[config.mk]
export PLATFORM = sky130hd
export DESIGN_NAME = rs232_xmit_arbiter
export DESIGN_NICKNAME = d
export VERILOG_FILES = /design/src/rtl/rs232_xmit_arbiter.sv
export SDC_FILE = /design/constraint.sdc
export NUM_CORES = 1
export LEC_CHECK = 0
export ABC_AREA = 1
export CAP_MARGIN = 5
export CORE_MARGIN = 5
export CORE_UTILIZATION = 50
export DETAILED_ROUTE_END_ITERATION = 12
export GPL_TIMING_DRIVEN = 1
export PLACE_DENSITY = 0.86
export SLEW_MARGIN = 20
export SYNTH_ARGS = -nofsm -noshare
export SYNTH_HDL_FRONTEND = slang
export SYNTH_SLANG_ARGS = --single-unit
[constraint.sdc]
create_clock -name clk_i -period 3.2 [get_ports clk_i]
set_input_delay 0.64 -clock clk_i [delete_from_list [all_inputs] [get_ports clk_i]]
set_output_delay 0.64 -clock clk_i [all_outputs]
set_load 0.01 [all_outputs]
[src/rtl/rs232_xmit_arbiter.sv]
// Round-robin arbiter that locks the shared rs232_xmit transmitter to one message
// source at a time and paces accepted bytes with a programmable inter-character gap.
module rs232_xmit_arbiter #(
    parameter int unsigned N_REQ        = 4,
    parameter int unsigned GAP_CYCLES   = 10000,
    parameter int unsigned HOLD_TIMEOUT = 65535,
    parameter int unsigned CW           = 17
) (
    input  logic               clk_i,
    input  logic               reset_i,
    input  logic [N_REQ-1:0]   req_valid_i,
    input  logic [8*N_REQ-1:0] req_data_i,
    input  logic [N_REQ-1:0]   req_last_i,
    output logic [N_REQ-1:0]   req_ack_o,
    output logic               busy_o,
    output logic [1:0]         owner_o,
    output logic               timeout_o,
    output logic [7:0]         xmit_data_o,
    output logic               xmit_write_req_o,
    input  logic               xmit_space_avail_i
);
    typedef enum logic [1:0] {ST_IDLE, ST_WAIT, ST_STROBE, ST_GAP} state_t;

    localparam logic [CW-1:0] GAP_LOAD  = CW'(GAP_CYCLES);
    localparam logic [CW-1:0] HOLD_MAX  = CW'(HOLD_TIMEOUT);
    localparam logic [1:0]    OWNER_RST = 2'(N_REQ - 1);

    state_t           state_q, state_d;
    logic [CW-1:0]    hold_cnt_q, hold_cnt_d;
    logic [CW-1:0]    gap_cnt_q, gap_cnt_d;
    logic             last_q, last_d;
    logic [N_REQ-1:0] ack_d;
    logic             busy_d, timeout_d, strobe_d;
    logic [1:0]       owner_d;
    logic [7:0]       data_d;

    logic [1:0]       cand;
    logic [1:0]       grant_idx;
    logic             grant_found;
    logic             owner_valid;
    logic [7:0]       owner_lane;

    // First valid requester after the last owner, wrapping modulo N_REQ
    always_comb begin
        cand        = owner_o;
        grant_idx   = owner_o;
        grant_found = 1'b0;
        for (int unsigned i = 1; i <= N_REQ; i++) begin
            cand = 2'((32'(owner_o) + i) % N_REQ);
            if (!grant_found && req_valid_i[cand]) begin
                grant_idx   = cand;
                grant_found = 1'b1;
            end
        end
    end

    assign owner_valid = req_valid_i[owner_o];
    assign owner_lane  = req_data_i[int'(owner_o) * 8 +: 8];

    always_comb begin
        state_d    = state_q;
        hold_cnt_d = hold_cnt_q;
        gap_cnt_d  = gap_cnt_q;
        last_d     = last_q;
        ack_d      = '0;
        strobe_d   = 1'b0;
        timeout_d  = 1'b0;
        owner_d    = owner_o;
        data_d     = xmit_data_o;

        case (state_q)
            ST_IDLE: begin
                if (grant_found) begin
                    owner_d    = grant_idx;
                    hold_cnt_d = '0;
                    state_d    = ST_WAIT;
                end
            end
            ST_WAIT: begin
                if (xmit_space_avail_i && owner_valid) begin
                    data_d         = owner_lane;
                    strobe_d       = 1'b1;
                    ack_d[owner_o] = 1'b1;
                    last_d         = req_last_i[owner_o];
                    state_d        = ST_STROBE;
                end else if (!owner_valid) begin
                    // Owner went quiet mid-message: release the lock eventually
                    if (hold_cnt_q == HOLD_MAX) begin
                        timeout_d = 1'b1;
                        state_d   = ST_IDLE;
                    end else begin
                        hold_cnt_d = hold_cnt_q + CW'(1);
                    end
                end
            end
            ST_STROBE: begin
                gap_cnt_d = GAP_LOAD;
                state_d   = ST_GAP;
            end
            ST_GAP: begin
                if (gap_cnt_q == '0) begin
                    hold_cnt_d = '0;
                    state_d    = last_q ? ST_IDLE : ST_WAIT;
                end else begin
                    gap_cnt_d = gap_cnt_q - CW'(1);
                end
            end
            default: state_d = ST_IDLE;
        endcase

        busy_d = (state_d != ST_IDLE);
    end

    always_ff @(posedge clk_i) begin
        if (reset_i) begin
            state_q          <= ST_IDLE;
            hold_cnt_q       <= '0;
            gap_cnt_q        <= '0;
            last_q           <= 1'b0;
            req_ack_o        <= '0;
            xmit_write_req_o <= 1'b0;
            timeout_o        <= 1'b0;
            busy_o           <= 1'b0;
            xmit_data_o      <= '0;
            owner_o          <= OWNER_RST;
        end else begin
            state_q          <= state_d;
            hold_cnt_q       <= hold_cnt_d;
            gap_cnt_q        <= gap_cnt_d;
            last_q           <= last_d;
            req_ack_o        <= ack_d;
            xmit_write_req_o <= strobe_d;
            timeout_o        <= timeout_d;
            busy_o           <= busy_d;
            xmit_data_o      <= data_d;
            owner_o          <= owner_d;
        end
    end
endmodule

Word-level counts from Yosys, hierarchy flattened
Cells that the tools add are included.
{"block": "word_totals", "ff_bits": 54, "inputBits": 43, "output_inout_bits": 17, "word_cells": 95}
{"block": "op_classes", "addsub": 6, "order_cmp": 6, "n_eq_ne": 10, "shifts": 1, "muxes": 39, "n_bitwise": 2, "n_reduce_logical": 21}
{"cell": "$mux W17", "n": 6}
{"cell": "$pmux W17 S3", "n": 1}
{"cell": "$pmux W17 S2", "n": 1}
{"cell": "$shiftx A32 B6 Y8", "n": 1}
{"cell": "$mux W2", "n": 9}
{"cell": "$add A17 B1 Y17 const B", "n": 1}
{"cell": "$eq A17 B16 Y1 const B", "n": 1}
{"cell": "$logic_not A17 Y1", "n": 1}
{"cell": "$sub A17 B1 Y17 const B", "n": 1}
{"cell": "$lt A2 B3 Y1 const B", "n": 5}
{"cell": "$mux W1", "n": 14}
{"cell": "$bmux W1 S2", "n": 6}
{"cell": "$ne A2 B2 Y1 const B", "n": 6}
{"cell": "$pmux W2 S4", "n": 1}
{"cell": "$reduce_and A6 Y1", "n": 1}
{"cell": "$logic_and A1 B1 Y1", "n": 5}
{"cell": "$add A2 B1 Y2 const B", "n": 2}
{"cell": "$add A2 B2 Y2 const B", "n": 2}
{"cell": "$eq A2 B2 Y1 const B", "n": 2}
{"cell": "$reduce_and A2 Y1", "n": 2}
{"cell": "$reduce_bool A2 Y1", "n": 2}
{"cell": "$reduce_bool A4 Y1", "n": 1}
{"cell": "$reduce_or A4 Y1", "n": 1}
{"cell": "$logic_not A1 Y1", "n": 3}
{"cell": "other kinds (9)", "n": 10}

Logic depth before layout (Yosys ltp)
Gate-level depths: netlist of run 1.
{"block": "logic_depth", "ltp_word": 16, "mapped_depth": 15, "ltp_nobuf": 15}

Worst setup path before layout of run 1
OpenSTA, ideal clock, no wires.
{"block": "synth_path", "path_type": "reg2reg", "startpoint": "register owner_o[0]", "endpoint": "register hold_cnt_q[10]", "setup_ns": 0.069, "arrival_time_ns": 2.313, "required_ns": 3.131, "setup_slack_ns": 0.818, "stages_incl_launch_ff": 16, "n_path_buf": 4, "period_less_slack_ns": 2.382, "cell_sequence": "dfxtp_1 > buf_6 > inv_4 > clkbuf_1 > clkbuf_1 > ha_1 > inv_1 > nand3_1 > nand2_1 > inv_2 > nor2_4 > nand3_4 > nand3_4 > buf_12 > nand2_2 > a21oi_2"}
{"block": "synth_via", "elab_chain_cells": 15, "elab_cells_between_ends": 29}
{"item": "start, declared", "line": "16", "rtl": "output logic [1:0] owner_o,"}
{"item": "start signal, assigned", "line": "136", "rtl": "owner_o <= owner_d;"}
{"item": "$add A2 B1 Y2", "line": "49", "rtl": "cand = 2'((32'(owner_o) + i) % N_REQ);"}
{"item": "$bmux W1 S2", "line": "50", "rtl": "if (!grant_found && req_valid_i[cand]) begin"}
{"item": "$mux W1 (not written as such)", "line": "50"}
{"item": "$mux W1", "line": "50"}
{"item": "$logic_not A1 Y1", "line": "50"}
{"item": "$logic_and A1 B1 Y1", "line": "50"}
{"item": "$mux W1", "line": "50"}
{"item": "$logic_not A1 Y1", "line": "50"}
{"item": "$logic_and A1 B1 Y1", "line": "50"}
{"item": "$mux W1", "line": "50"}
{"item": "$logic_not A1 Y1", "line": "50"}
{"item": "$logic_and A1 B1 Y1", "line": "50"}
{"item": "$mux W1", "line": "50"}
{"item": "$ne A2 B2 Y1 (no line)"}
{"item": "$reduce_and A6 Y1 (no line) *"}
{"item": "end signal, assigned", "line": "128", "rtl": "hold_cnt_q <= hold_cnt_d;"}
{"item": "end, declared", "line": "29", "rtl": "logic [CW-1:0] hold_cnt_q, hold_cnt_d;"}
Every way passes the cells marked *; elsewhere a longest branch is shown, timed or not. The select of a mux whose other input is x is not followed.
A chain may end at the register's enable or synchronous reset.

Worst setup path after layout of run 1
{"block": "layout_path", "startpoint": "register hold_cnt_q[0]", "endpoint": "register hold_cnt_q[2]"}
{"block": "layout_via", "elab_chain_cells": 5, "elab_cells_between_ends": 8}
{"item": "$add A17 B1 Y17", "line": "92", "rtl": "hold_cnt_d = hold_cnt_q + CW'(1);"}
{"item": "$mux W17", "line": "88", "rtl": "if (hold_cnt_q == HOLD_MAX) begin"}
{"item": "$mux W17", "line": "86", "rtl": "end else if (!owner_valid) begin"}
{"item": "$mux W17", "line": "80", "rtl": "if (xmit_space_avail_i && owner_valid) begin"}
{"item": "$pmux W17 S3", "line": "71", "rtl": "case (state_q)"}
Parallel ways exist; a longest one is shown, timed or not. The select of a mux whose other input is x is not followed.

==> flow_metrics.tcl, run 1 <==
set metrics [dict create \
    avgSynthCellArea_um2 6.61 \
    die_area_um2 8530 \
    crit_family "simple AND/OR/NAND/NOR gates" \
    root_buffer "clkbuf_8" \
    rows 30 \
    wl_per_cell_um 13.0 \
    rsz0062_at_grt "false" \
    syn-num-nets 564 \
    cts_tree "built" \
    ys_ff_latch 54 \
    clk_latency_ns 0.30 \
    drive_above_1_share_pct 11.7 \
    n_fill_cell 614 \
    fin_nets 616 \
    cp.required_ns 3.41 \
    gp_congestion 0.918 \
    p_int_mw 1.71 \
    synth_edf_count 0 \
    synthCells 513 \
    finalMaxSlewViolations 0 \
    netSwitchingFraction_pct 46.3 \
    port_buffers 59 \
    overflow 0 \
    netlist_area_um2 3390 \
    r2r.worst_path.cells 15 \
    max_slew.worst_pin.slew_ns 0.646 \
    finalClockSkew_ns 0.00831 \
    synth_area_leaders "dfxtp_1 (32%), nor2_1 (12%), nand2_1 (9.8%), o21ai_0 (5.9%), nand3_1 (5.0%)" \
    end_kind "register" \
    period_share_pct 80.7 \
    rr_endpoint "hold_cnt_q[2]" \
    finalSetupTns_ns 0 \
    multi_input_area_um2 2000 \
    cts_buffers 5 \
    synth.distinct_cells 39 \
    grt_pass1_vias 3276 \
    hold_viol 0 \
    p_per_area_nw_per_um2 776 \
    worstPathCellList "ha_1, nand2_1, nor2_1, nand2_1, nor2_1, nand4_1, nor3_1, ha_1, inv_1, a21oi_2, inv_2, nand3_4, inv_2, nor2_1, nor2_1" \
    ant_nets 0 \
    yosys.area.top_type "dfxtp_1" \
    dpl.cell_count 638 \
    critical_path_arrival_ns 2.79 \
    final_cells 646 \
    setup_violations 0 \
    dp_slack_ns 0.693 \
    critical_path_class "reg -> reg" \
    totalWireLength_um 8400 \
    cts.sinks 54 \
    power.leakage_nw 1.71 \
    crit_fanout 15 \
    drc 0 \
    seqPwrFrac_pct 30.0 \
    h-tree-depth 2 \
    fmax_mhz 387 \
    grt_pass1_wl_um 14400 \
    startpoint_type "register" \
    design_area_um2 4100 \
    cpMostUsedCell "nor2_1" \
    area_growth_pct 21.0 \
    grt_max_degree 28 \
    io_pins 60 \
    fin_ws_ns 0.616 \
    hold_ws_ns 0.489 \
    slowest_stage "dfxtp_1" \
    ys_seq_area_share_pct 31.9 \
    ff_latch_area_um2 1080 \
    clockPowerShare_pct 14.0 \
    core_um2 6680 \
    ys_async_sr_fraction_pct 0 \
    hold_path_end "gap_cnt_q[14]" \
    combinationalPowerShare_pct 56.0 \
    layout_min_cycle_time_ns 2.58 \
    cts_setup_buffers 0 \
    vdd_drop_max_mv 0.381 \
    critPathMaxStageDelay_ns 0.40 \
    hold_depth 2 \
    crit_buf_inv 3 \
    postCtsHoldBufs 0 \
    die_w_um 92.4 \
    p_total_mw 3.18 \
    synth_top_area_share_pct 31.9 \
    utilization_pct 61.4 \
    dp_hpwl_um 6270 \
    cts_resized 0 \
    synthFlopType "dfxtp_1" \
    die_h_um 92.4 \
    yosysWarnings 0 \
    maxCapViolCount 0 \
    relSlewSlack_pct 56.9 \
    track_usage_pct 20.2 \
    routed-via-count 3402 \
    grt_antenna_before_repair 0 \
    vias_per_cell 5.27 \
    dr.pass1.iters 5 \
    start_util_pct 50.8 \
    status "completed" \
    clkTransAtPathRegs_ns 0.09 \
    clock_path_buffers 2 \
    dpl_cell_area_um2 4000 \
    hold_path.class "reg -> reg" \
    setup.worst_path.start "hold_cnt_q[0]" \
    diodes 0 \
    power_switching_mw 1.47 \
    r2r_start "hold_cnt_q[0]" \
    dr.first_iter.drc_count 217 \
    worstHoldStart "gap_cnt_q[14]" \
    reg2reg_slack_ns 0.62 \
]
## logic make-up (layout without fill, tap and decap cells)
| group | Yosys count | count (layout) | synth area share (%) |
|---|---|---|---|
| simple gates | 286 | 286 | 38.9 |
| compound gates | 84 | 84 | 14.3 |
| buf+inv | 70 | 123 | 9.11 |
| flops | 54 | 54 | 31.9 |
| xor+xnor | 11 | 11 | 2.84 |
| fa+ha+maj | 8 | 8 | 2.95 |
## cell usage after synthesis (2+ instances only)
library cell and instances:
nor2_1 109, xnor2_1 3, ha_1 8, buf_1 2, nand4_1 5, nand3_1 34, a21oi_2 8, clkbuf_1 9
a31oi_1 9, nor3_1 8, or2_2 2, xor2_1 8, nor2_2 9, o21bai_1 3, nand3_2 3, nand2_2 16
a211oi_1 2, o21ai_0 40, nand2_1 89, a21oi_1 17, nand3_4 3, inv_2 9, buf_6 3, nor2_4 4
dfxtp_1 54, inv_1 43
## tightest hold or removal path, stage by stage, from the launching register on
cell and delay (ns):
dfxtp_1 0.33, nand2_1 0.06, a21oi_1 0.06
## layout by cell type (no fill, tap or decap), drive strengths merged, types with 6 or more instances in the layout
cell type / synthesis / routed
a21oi: 25 / 25
nand3: 40 / 40
nor2: 122 / 122
clkbuf: 9 / 7
dfxtp: 54 / 54
inv: 53 / 53
a31oi: 9 / 9
clkdlybuf4s50: 0 / 59
nor3: 8 / 8
ha: 8 / 8
nand4: 6 / 6
nand2: 106 / 106
xor2: 8 / 8
o21ai: 40 / 40
## power groups by stage
| stage | clock (mW) | combinational, mW | sequential [mW] |
|---|---|---|---|
| finish | 0.444 | 1.78 | 0.956 |
| detailed placement | 0 | 1.77 | 0.968 |
| floorplan | 0 | 1.41 | 0.965 |
| global placement | 0 | 1.71 | 0.961 |
| CTS | 0.456 | 1.78 | 0.953 |
| global route | 0.489 | 2.01 | 0.974 |
## per-layer routing
layer / global-route usage, % / share of wire (%)
met4: 5.69 / 1.2
met3: 3.09 / 4.3
met2: 35.8 / 50
met1: 25.2 / 44
met5: 0 / 0
## layout make-up
type / instances / share of cell area [%]
tap: 80 / 2.44
multi-input combinational: 389 / 48.8
inverter: 53 / 4.91
sequential: 54 / 26.3
timing repair buffer: 62 / 14.9
clock inverter: 1 / 0.732
clock buffer: 7 / 1.86
## flip-flops by register name (all words and copies together) (netlist names)
register,count
busy_o,1
gap_cnt_q,17
hold_cnt_q,17
last_q,1
owner_o,2
req_ack_o,4
state_q,2
timeout_o,1
xmit_data_o,8
xmit_write_req_o,1
## how the worst max path moves through the flow
stage | endpoint | slack, ns | cells after the start
detailed placement | hold_cnt_q[13] | 0.69 | 11
global route | hold_cnt_q[13] | 0.35 | 15
CTS | hold_cnt_q[13] | 0.63 | 15
global placement | hold_cnt_q[13] | 0.75 | 10
floorplan | hold_cnt_q[10] | 0.82 | 15
finish | hold_cnt_q[2] | 0.62 | 15
(Power assumes the default switching activity.)
==> run 2: changes to the inputs <==
==> constraint.sdc (replaced) <==
create_clock -name clk_i -period 2.55 [get_ports clk_i]
set_input_delay 0.51 -clock clk_i [delete_from_list [all_inputs] [get_ports clk_i]]
set_output_delay 0.51 -clock clk_i [all_outputs]
set_load 0.01 [all_outputs]
==> run 2 against run 1 <==
  * Flip-flop and latch count did not move
  * First-iteration DRC count increased by 19%
  * Via count rose by 2.6%
  * Clock-buffer cell count fell by 2
  * Sequential share of layout area decreased by 0.61 points
  * Non-clock buffer count is 10 higher
  * Global-route usage increased by 0.14 points
  * Critical path depth is the same
  * Hold slack got worse by 0.0081 ns
==> flow_metrics.tcl, run 2 (same netlist as run 1, synthesis figures left out) <==
set metrics [dict create \
    status "completed" \
    cts_tree "built" \
    diodes 0 \
    dr.pass1.iters 5 \
    start_util_pct 50.8 \
    clk_latency_ns 0.32 \
    maxCapViolCount 0 \
    p_per_area_nw_per_um2 987 \
    dp_slack_ns 0.0820 \
    mostFrequentLayoutCells "nor2_1 (107), nand2_1 (88), clkdlybuf4s50_1 (59)" \
    grt_pass1_vias 3353 \
    dp_hpwl_um 6260 \
    fin_nets 626 \
    clock_path_buffers 2 \
    gp_congestion 0.914 \
    combinationalPowerShare_pct 59.1 \
    hold_path.class "reg -> reg" \
    dpl.cell_count 642 \
    final_cells 656 \
    root_buffer "clkbuf_8" \
    finalSetupTns_ns 0 \
    totalWireLength_um 8760 \
    cts.sinks 54 \
    grt_antenna_before_repair 0 \
    clockPowerShare_pct 12.0 \
    routed-via-count 3492 \
    rr_endpoint "hold_cnt_q[10]" \
    overflow 0 \
    startpoint_type "register" \
    vias_per_cell 5.32 \
    r2r.worst_path.cells 15 \
    period_share_pct 94.2 \
    slowest_stage "dfxtp_4" \
    ant_nets 0 \
    die_area_um2 8530 \
    core_um2 6680 \
    critical_path_class "reg -> reg" \
    crit_fanout 7 \
    drive_above_1_share_pct 14.9 \
    grt_pass1_wl_um 14600 \
    final_common_cell "nor2_1" \
    hold_viol 0 \
    p_total_mw 4.17 \
    hold_depth 2 \
    crit_buf_inv 3 \
    area_growth_pct 24.4 \
    critPathMaxStageDelay_ns 0.38 \
    drc 0 \
    setup_violations 0 \
    cp.required_ns 2.79 \
    seqPwrFrac_pct 28.9 \
    hold_path_end "gap_cnt_q[14]" \
    top_regs "gap_cnt_q: 17 flops, hold_cnt_q: 17 flops, xmit_data_o: 8 flops" \
    postCtsHoldBufs 0 \
    p_int_mw 2.23 \
    end_kind "register" \
    grt_max_degree 28 \
    finalMaxSlewViolations 0 \
    dr.first_iter.drc_count 258 \
    finalClockSkew_ns 0.0179 \
    h-tree-depth 2 \
    clkTransAtPathRegs_ns 0.11 \
    power_switching_mw 1.94 \
    track_usage_pct 20.3 \
    rows 30 \
    die_h_um 92.4 \
    layout_min_cycle_time_ns 2.40 \
    die_w_um 92.4 \
    critical_path_arrival_ns 2.65 \
    worstPathCellList "ha_2, nand2_1, nor2_2, nand2_2, nor2_2, nand4_1, nor3_2, ha_2, inv_1, a21oi_4, inv_2, nand3_4, buf_4, nand2_2, a21oi_2" \
    cts_buffers 5 \
    crit_family "simple AND/OR/NAND/NOR gates" \
    fin_ws_ns 0.149 \
    fmax_mhz 416 \
    relSlewSlack_pct 56.5 \
    wl_per_cell_um 13.4 \
    netSwitchingFraction_pct 46.4 \
    utilization_pct 63.2 \
    vdd_drop_max_mv 0.483 \
    power.leakage_nw 1.76 \
    io_pins 60 \
    r2r_start "hold_cnt_q[0]" \
    worstHoldStart "gap_cnt_q[14]" \
    max_slew.worst_pin.slew_ns 0.652 \
    port_buffers 59 \
    crit_cells 15 \
    reg2reg_slack_ns 0.15 \
]
==> run 2: metrics by stage <==
stage / hold WS, ns / cell area [um2]
5_1_grt: 0.513 / 4220
4_1_cts: 0.483 / 4120
3_3_place_gp: 0.463 / 4030
2_1_floorplan: 0.449 / 3390
3_5_place_dp: 0.464 / 4030
6_report: 0.481 / 4220
==> run 2: worst max path at each step <==
| stage | startpoint | endpoint |
|---|---|---|
| floorplan | owner_o[0] | hold_cnt_q[10] |
| global placement | hold_cnt_q[0] | hold_cnt_q[13] |
| detailed placement | hold_cnt_q[0] | hold_cnt_q[0] |
| CTS | hold_cnt_q[0] | hold_cnt_q[0] |
| global route | hold_cnt_q[0] | hold_cnt_q[10] |
| finish | hold_cnt_q[0] | hold_cnt_q[10] |
==> run 2: layout make-up <==
cell class / instances / area (um2)
sequential: 54 / 1090
multi-input combinational: 389 / 2030
inverter: 53 / 201
timing repair buffer: 72 / 713
clock inverter: 3 / 23.8
clock buffer: 5 / 68.8
tap: 80 / 100
fill: 576 / 2460
==> run 2: per-layer routing <==
layer	global-route usage, %	routed length (um)
met5	0	0
met3	3.09	407
met2	36.2	4360
met1	24.6	3750
met4	7.30	240
==> run 2: power by group through the flow <==
stage / clock (mW) / combinational, mW / sequential, mW
4_1_cts: 0.516 / 2.24 / 1.19
2_1_floorplan: 0 / 1.77 / 1.21
5_1_grt: 0.542 / 2.77 / 1.23
6_report: 0.500 / 2.46 / 1.20
3_5_place_dp: 0 / 2.22 / 1.21
3_3_place_gp: 0 / 2.17 / 1.20
==> run 2: worst reg2reg max path, cell delays in order, from the launching register on <==
cell     delay, ns
dfxtp_4       0.38
ha_2          0.22
nand2_1       0.10
nor2_2        0.15
nand2_2       0.11
nor2_2        0.14
nand4_1       0.11
nor3_2        0.13
ha_2          0.20
inv_1         0.06
a21oi_4       0.19
inv_2         0.07
nand3_4       0.16
buf_4         0.16
nand2_2       0.05
a21oi_2       0.12
==> run 2: repair_timing <==
action | CTS | global route
hold endpoints to repair | 0 | 0
gates resized for setup | 0 | 10
setup endpoints to repair | 0 | 19
buffers inserted | 0 | 6
